$ cat src/rtl/coin_acceptor_if.sv
// -----------------------------------------------------------------------------
// coin_acceptor_if
//   Deposit handshake between the coin acceptor (producer) and the dispenser
//   (consumer). A deposit transfers in any cycle where deposit_valid_o and
//   deposit_ready_i are both high.
//
//   Signals:
//     deposit_o        6  offered deposit in cents
//     deposit_valid_o  1  deposit_o is valid
//     deposit_ready_i  1  dispenser accepts the deposit
//
//   Modports:
//     master  producer side (coin_acceptor)
//     slave   consumer side (dispenser)
// -----------------------------------------------------------------------------
interface coin_acceptor_if;
   logic [5:0] deposit_o;
   logic       deposit_valid_o;
   logic       deposit_ready_i;

   modport master (
      output deposit_o,
      output deposit_valid_o,
      input  deposit_ready_i
   );

   modport slave (
      input  deposit_o,
      input  deposit_valid_o,
      output deposit_ready_i
   );
endinterface

$ cat src/rtl/coin_acceptor.sv
// -----------------------------------------------------------------------------
// coin_acceptor
//   Credit accumulator for the vending datapath. Accepts single-cycle coin
//   pulses (5/10/25 cents), accumulates credit, and once credit reaches PRICE
//   offers the total to the dispenser over the deposit handshake. A customer
//   cancel refunds the accumulated credit. All outputs are registered.
//
//   Parameters:
//     PRICE           item price in cents (multiple of 5, PRICE+20 <= 63)
//     TIMEOUT_CYCLES  idle COLLECT cycles before auto-refund
//
//   Optional build macro:
//     COIN_TIMEOUT_EN  when defined, COLLECT auto-refunds after TIMEOUT_CYCLES
//                      cycles without a valid coin; otherwise COLLECT waits
//                      indefinitely and no counter is built.
//
//   Ports:
//     clk_i           clock, rising edge
//     rst_ni          asynchronous reset, active low
//     nickel_i        one-cycle pulse, 5-cent coin
//     dime_i          one-cycle pulse, 10-cent coin
//     quarter_i       one-cycle pulse, 25-cent coin
//     cancel_i        one-cycle pulse, customer cancel
//     dep_if          deposit handshake (master): deposit_o, deposit_valid_o,
//                     deposit_ready_i
//     refund_o        refunded amount in cents
//     refund_valid_o  one-cycle refund strobe
//     coin_reject_o   one-cycle pulse; coin returned, not credited
//     credit_o        current accumulated credit, for display
// -----------------------------------------------------------------------------
module coin_acceptor #(
   parameter int unsigned PRICE          = 20,
   parameter int unsigned TIMEOUT_CYCLES = 1024
) (
   input  logic                   clk_i,
   input  logic                   rst_ni,
   input  logic                   nickel_i,
   input  logic                   dime_i,
   input  logic                   quarter_i,
   input  logic                   cancel_i,
   coin_acceptor_if.master        dep_if,
   output logic [5:0]             refund_o,
   output logic                   refund_valid_o,
   output logic                   coin_reject_o,
   output logic [5:0]             credit_o
);

   // Elaboration-time guard on the parameter constraints that keep the 6-bit
   // credit adder from wrapping.
   if ((PRICE % 5) != 0 || PRICE == 0 || (PRICE + 20) > 63 || TIMEOUT_CYCLES < 1)
   begin : g_param_check
      $error("coin_acceptor: illegal PRICE or TIMEOUT_CYCLES");
   end

   localparam logic [5:0] PRICE_C = 6'(PRICE);

   typedef enum logic [1:0] {
      S_IDLE    = 2'd0,
      S_COLLECT = 2'd1,
      S_OFFER   = 2'd2,
      S_REFUND  = 2'd3
   } state_e;

   state_e     state_q, state_d;
   logic [5:0] credit_q, credit_d;
   logic [5:0] deposit_q, deposit_d;
   logic       dep_valid_q, dep_valid_d;
   logic [5:0] refund_q, refund_d;
   logic       refund_valid_q, refund_valid_d;
   logic       reject_q, reject_d;

   logic       coin_any;
   logic       coin_one;
   logic [5:0] coin_val;
   logic [5:0] credit_sum;

`ifdef COIN_TIMEOUT_EN
   localparam int unsigned TMO_W = $clog2(TIMEOUT_CYCLES + 1);
   localparam logic [TMO_W-1:0] TMO_LAST = TMO_W'(TIMEOUT_CYCLES - 1);

   logic [TMO_W-1:0] tmo_q, tmo_d;
`endif

   // Coin decode: only a single asserted coin line is a valid coin.
   always_comb begin
      coin_any = nickel_i | dime_i | quarter_i;
      coin_one = $onehot({nickel_i, dime_i, quarter_i});
      coin_val = '0;
      if (coin_one) begin
         if (nickel_i)      coin_val = 6'd5;
         else if (dime_i)   coin_val = 6'd10;
         else               coin_val = 6'd25;
      end
      credit_sum = credit_q + coin_val;
   end

   // Next-state and registered-output values. Output registers are loaded
   // with the values the next state presents, so a coin sampled in cycle N
   // is visible on credit_o / deposit_valid_o in cycle N+1.
   always_comb begin
      state_d        = state_q;
      credit_d       = credit_q;
      deposit_d      = '0;
      dep_valid_d    = 1'b0;
      refund_d       = '0;
      refund_valid_d = 1'b0;
      reject_d       = 1'b0;
`ifdef COIN_TIMEOUT_EN
      tmo_d          = '0;
`endif

      unique case (state_q)
         S_IDLE: begin
            // cancel_i is ignored here: there is nothing to refund.
            credit_d = '0;
            if (coin_one) begin
               credit_d = coin_val;
               if (coin_val >= PRICE_C) begin
                  state_d     = S_OFFER;
                  dep_valid_d = 1'b1;
                  deposit_d   = coin_val;
               end else begin
                  state_d = S_COLLECT;
               end
            end else if (coin_any) begin
               reject_d = 1'b1;
            end
         end

         S_COLLECT: begin
            if (cancel_i) begin
               // Cancel wins over any coin in the same cycle; that coin is
               // returned and only the prior credit is refunded.
               state_d        = S_REFUND;
               refund_d       = credit_q;
               refund_valid_d = 1'b1;
               reject_d       = coin_any;
            end else if (coin_one) begin
               credit_d = credit_sum;
               if (credit_sum >= PRICE_C) begin
                  state_d     = S_OFFER;
                  dep_valid_d = 1'b1;
                  deposit_d   = credit_sum;
               end
            end else begin
               reject_d = coin_any;
`ifdef COIN_TIMEOUT_EN
               // The transition fires on the cycle that would bring the count
               // to TIMEOUT_CYCLES, so exactly TIMEOUT_CYCLES idle cycles
               // elapse before the refund strobe.
               if (tmo_q == TMO_LAST) begin
                  state_d        = S_REFUND;
                  refund_d       = credit_q;
                  refund_valid_d = 1'b1;
               end else begin
                  tmo_d = tmo_q + 1'b1;
               end
`endif
            end
         end

         S_OFFER: begin
            // Sale is committed: cancel ignored, coins returned.
            reject_d = coin_any;
            if (dep_valid_q && dep_if.deposit_ready_i) begin
               state_d  = S_IDLE;
               credit_d = '0;
            end else begin
               dep_valid_d = 1'b1;
               deposit_d   = credit_q;
            end
         end

         S_REFUND: begin
            reject_d = coin_any;
            state_d  = S_IDLE;
            credit_d = '0;
         end

         default: begin
            state_d  = S_IDLE;
            credit_d = '0;
         end
      endcase
   end

   always_ff @(posedge clk_i or negedge rst_ni) begin
      if (!rst_ni) begin
         state_q        <= S_IDLE;
         credit_q       <= '0;
         deposit_q      <= '0;
         dep_valid_q    <= 1'b0;
         refund_q       <= '0;
         refund_valid_q <= 1'b0;
         reject_q       <= 1'b0;
      end else begin
         state_q        <= state_d;
         credit_q       <= credit_d;
         deposit_q      <= deposit_d;
         dep_valid_q    <= dep_valid_d;
         refund_q       <= refund_d;
         refund_valid_q <= refund_valid_d;
         reject_q       <= reject_d;
      end
   end

`ifdef COIN_TIMEOUT_EN
   // Held at 0 outside COLLECT because tmo_d defaults to 0 in other states.
   always_ff @(posedge clk_i or negedge rst_ni) begin
      if (!rst_ni) begin
         tmo_q <= '0;
      end else begin
         tmo_q <= tmo_d;
      end
   end
`endif

   assign dep_if.deposit_o       = deposit_q;
   assign dep_if.deposit_valid_o = dep_valid_q;
   assign refund_o               = refund_q;
   assign refund_valid_o         = refund_valid_q;
   assign coin_reject_o          = reject_q;
   assign credit_o               = credit_q;

endmodule

$ cat src/flat_wrapper.sv
// flat-port wrapper written by rule: the top's interface ports become plain ports
module coin_acceptor_flat 
#(
   parameter int unsigned PRICE          = 20,
   parameter int unsigned TIMEOUT_CYCLES = 1024
)
  (clk_i, rst_ni, nickel_i, dime_i, quarter_i, cancel_i, refund_o, refund_valid_o, coin_reject_o, credit_o, dep_if_deposit_o, dep_if_deposit_valid_o, dep_if_deposit_ready_i);
  coin_acceptor_if dep_if_i ();
  input  logic clk_i;
  input  logic rst_ni;
  input  logic nickel_i;
  input  logic dime_i;
  input  logic quarter_i;
  input  logic cancel_i;
  output logic [5:0] refund_o;
  output logic refund_valid_o;
  output logic coin_reject_o;
  output logic [5:0] credit_o;
  output wire logic [$bits(dep_if_i.deposit_o)-1:0] dep_if_deposit_o;
  output wire logic [$bits(dep_if_i.deposit_valid_o)-1:0] dep_if_deposit_valid_o;
  input wire logic [$bits(dep_if_i.deposit_ready_i)-1:0] dep_if_deposit_ready_i;
  assign dep_if_deposit_o = dep_if_i.deposit_o;
  assign dep_if_deposit_valid_o = dep_if_i.deposit_valid_o;
  assign dep_if_i.deposit_ready_i = dep_if_deposit_ready_i;
  coin_acceptor #(.PRICE(PRICE), .TIMEOUT_CYCLES(TIMEOUT_CYCLES)) u_core (.clk_i(clk_i), .rst_ni(rst_ni), .nickel_i(nickel_i), .dime_i(dime_i), .quarter_i(quarter_i), .cancel_i(cancel_i), .dep_if(dep_if_i), .refund_o(refund_o), .refund_valid_o(refund_valid_o), .coin_reject_o(coin_reject_o), .credit_o(credit_o));
endmodule
$ cat config.mk
export PLATFORM = sky130hd
export DESIGN_NAME = coin_acceptor_flat
export DESIGN_NICKNAME = d
export VERILOG_FILES = /design/src/rtl/coin_acceptor_if.sv /design/src/rtl/coin_acceptor.sv /design/src/flat_wrapper.sv
export SDC_FILE = /design/constraint.sdc
export NUM_CORES = 1
export LEC_CHECK = 0
export ABC_AREA = 1
export CORE_MARGIN = 5
export CORE_UTILIZATION = 50
export DETAILED_ROUTE_END_ITERATION = 12
export PLACE_DENSITY = 0.85
export SYNTH_ARGS = -nofsm -noshare
export SYNTH_HDL_FRONTEND = slang
export SYNTH_SLANG_ARGS = --single-unit
$ cat constraint.sdc
create_clock -name clk_i -period 2.6 [get_ports clk_i]
set_clock_uncertainty 0.2 [all_clocks]
set_input_delay 0.39 -clock clk_i [delete_from_list [all_inputs] [get_ports clk_i]]
set_output_delay 0.39 -clock clk_i [all_outputs]
set_load 0.02 [all_outputs]
==> results.py <==
metrics = {
    "logic_synthesis": {
        "synth_cells": 161,
        "synthSimpleGateAreaFrac_pct": 29.8,
        "synth_top_area_share_pct": 43.4,
        "synth_ff_type": "dfrtp_1",
        "synth-compound-area-share_pct": 11.0,
        "netlist_area_mm2": 0.00133,
        "synth_area_leaders": "dfrtp_1 (43%), nand2_1 (9.1%), inv_1 (7.4%)",
        "syn_avg_cell_area_um2": 8.23,
        "synth-seq-cells": 23,
        "synthTopCellsByCount": "nand2_1 (32), inv_1 (26), dfrtp_1 (23), nor2_1 (23), nand3_1 (8)",
        "ys_types": 27,
        "synth-adder-area-share_pct": 6.80,
        "synth-seq-area-share_pct": 43.4,
        "yosys_warnings": 0,
        "synth_edf_count": 0,
        "syn-num-nets": 174,
        "ys_async_sr_fraction_pct": 100,
        "muxShareOfSynthArea_pct": 0,
        "synthXorXnorAreaFrac_pct": 0.661,
        "synth_top_family_by_area": "simple AND/OR/NAND/NOR gates",
        "yosysMostFrequentCell": "nand2_1",
        "yosysTopAreaCell": "dfrtp_1",
    },
    "clock_tree": {
        "ctsHoldBuffers": 0,
        "cts_root_buffer": "clkbuf_4",
        "cts.path.max_buffers": 2,
        "clkTransAtPathRegs_ns": 0.12,
        "clk_latency_ns": 0.31,
        "cts_htree_levels": 1,
        "clock_sinks": 23,
        "cts_buffers": 3,
        "cts_tree": "built",
    },
    "layout": {
        "antenna_cells": 0,
        "drive_gt1_share_pct": 31.8,
        "nets": 231,
        "syn_to_final_growth_pct": 48.5,
        "final_cells": 247,
        "regArea_um2": 576,
        "n_fill_cell": 164,
        "multi_input_area_um2": 741,
    },
    "pwr": {
        "power_per_cell_area_mw_per_mm2": 856,
        "peakVddDrop_mv": 0.599,
        "leakage_nw": 0.969,
    },
    "floorplan": {
        "num_io_pins": 28,
        "die_h_um": 61.5,
        "chipWidth_um": 61.5,
        "core_area_mm2": 0.00250,
        "start_util_pct": 53.0,
        "fp.dieArea_mm2": 0.00378,
        "rows": 18,
    },
    "status": {
        "violations": "setup timing",
        "outcome": "finished with violations",
    },
    "place": {
        "placedCellCount": 237,
        "io_buffers": 27,
        "dp_hpwl_mm": 2.76,
        "place_congestion": 0.897,
    },
    "timing": {
        "slew_headroom_pct": 62.7,
        "tightest_slew_ns": 0.557,
        "finalHoldViolCount": 0,
        "finalMaxSlewViolations": 0,
        "timing.setup.tns_ns": -0.540,
        "grt_setup_unrepaired": "true",
        "fin_crit_sh_pct": 105,
        "worst_slack_ns": -0.139,
        "setup_viol": 8,
        "period_needed_ns": 2.74,
        "fmax_mhz": 365,
    },
    "setup_path": {
        "worst_setup_path_start_kind": "input pin",
        "end_kind": "flip-flop",
        "required_ns": 2.64,
        "critical_path_class": "input pin to flip-flop",
        "arrival_ns": 2.78,
        "crit_fanout": 4,
    },
    "hold_path": {
        "worstHoldPathType": "input pin to flip-flop",
    },
    "routing": {
        "wire_per_inst_um": 16.0,
        "drtIter0Drc": 78,
        "via_count": 1359,
        "route.antenna.remaining_nets": 0,
        "avgViaCountPerCell": 5.50,
        "dr.pass1.iters": 4,
        "wirelength_mm": 3.96,
        "drc": 0,
    },
    "global_route": {
        "track_usage_pct": 22.3,
        "antenna_found_initial": 0,
        "grt_pass1_wl_mm": 6.07,
        "grt_overflow_total": 0,
        "grt_pass1_vias": 1320,
        "grt_max_degree": 24,
    },
    "flow_run": {
        "maxCapViolCount": 0,
    },
}
final cells by class:
cell class | count | area share [%]
multi-input cells | 109 | 37.6
flip-flops and latches | 23 | 29.2
repair buffers | 52 | 23.8
inverters | 29 | 6.04
well taps | 30 | 1.91
clock buffers | 4 | 1.34
timing repair:
item                                    in CTS  in global routing
hold endpoints to repair                     0                  0
gates resized for setup                     23                 13
endpoints found under the setup margin      14                 11
setup buffers                                4                  2
pin swaps                                   10                 10
gates cloned                                 0                  0
metrics by stage:
step           total power [mW]  hold slack, ns  util (%)  setup slack [ns]  area, µm²
2_1_floorplan              1.05          -0.106         -            -0.107       1350
4_1_cts                    1.64           0.115      75.5           -0.0923       1890
6_report                   1.69           0.116      78.7            -0.139       1970
5_1_grt                    1.81          0.0954      78.7            -0.212       1970
3_3_place_gp               1.41           0.340      72.1            -0.801       1800
3_5_place_dp               1.43           0.353      72.1            -0.976       1800
logic make-up after synthesis:
kind of cell | after synthesis
simple gates | 80
compound gates | 22
fa+ha+maj | 6
flops | 23
xor+xnor | 1
buf+inv | 29
power breakdown:
group / switching, mW / internal (mW) / total (mW)
clock network: 0.106 / 0.0599 / 0.166
registers: 0.0680 / 0.445 / 0.513
logic: 0.598 / 0.409 / 1.01
total: 0.772 / 0.913 / 1.69
final timing paths:
check,startpoint,endpoint,slack [ns],cells past startpoint
worst max-delay path,nickel_i,u_core.dep_if.deposit_o[2]$_DFF_PN0_,-0.14,18
worst min-delay path,nickel_i,u_core.coin_reject_o$_DFF_PN0_,0.12,3
worst max register to register,u_core.credit_o[0]$_DFFE_PN0P_,u_core.dep_if.deposit_o[2]$_DFF_PN0_,0.38,12
worst min register to register,u_core.credit_o[0]$_DFFE_PN0P_,u_core.credit_o[0]$_DFFE_PN0P_,0.39,2
max in group asynchronous,rst_ni,u_core.credit_o[3]$_DFFE_PN0P_,1.75,2
min in group asynchronous,rst_ni,u_core.refund_valid_o$_DFF_PN0_,0.22,2
sequential cells by signal, indices dropped and copies added (netlist names):
| register | count |
|---|---|
| u_core.refund_o | 6 |
| u_core.state_q | 2 |
| u_core.refund_valid_o | 1 |
| u_core.credit_o | 6 |
| u_core.dep_if.deposit_valid_o | 1 |
| u_core.coin_reject_o | 1 |
| u_core.dep_if.deposit_o | 6 |
layout by cell type (no fill, tap or decap), drive strengths merged:
master	count
nand2	39
inv	29
buf	28
clkdlybuf4s50	24
dfrtp	23
nor2	23
nand3	11
a21oi	7
o21ai	6
nand4	5
clkbuf	4
ha	4
fa	2
o21bai	2
nand3b	1
or2	1
xnor2	1
o31ai	1
o211ai	1
a41oi	1
o22ai	1
a22oi	1
a31oi	1
a211oi	1
routing by layer:
metal / up-vias / global-route usage (%) / routed length (µm)
met5: - / 0 / 0
li1: 631 / - / -
met2: 71 / 39.5 / 2030
met4: 0 / 7.88 / 102
met3: 11 / 2.73 / 301
met1: 646 / 27.8 / 1530
critical path, cell delays in order:
cell and delay [ns]:
buf_8 0.10, inv_4 0.05, fa_2 0.44, inv_2 0.09, nand2_4 0.05, a21oi_4 0.14, ha_2 0.22, inv_2 0.05
fa_2 0.37, inv_2 0.08, a21oi_2 0.06, nand2_1 0.09, nand3b_1 0.10, nand2_2 0.10, nand2_4 0.06, nand2_4 0.08
nand3_4 0.12, a21oi_2 0.19
(Power assumes the default switching activity.)
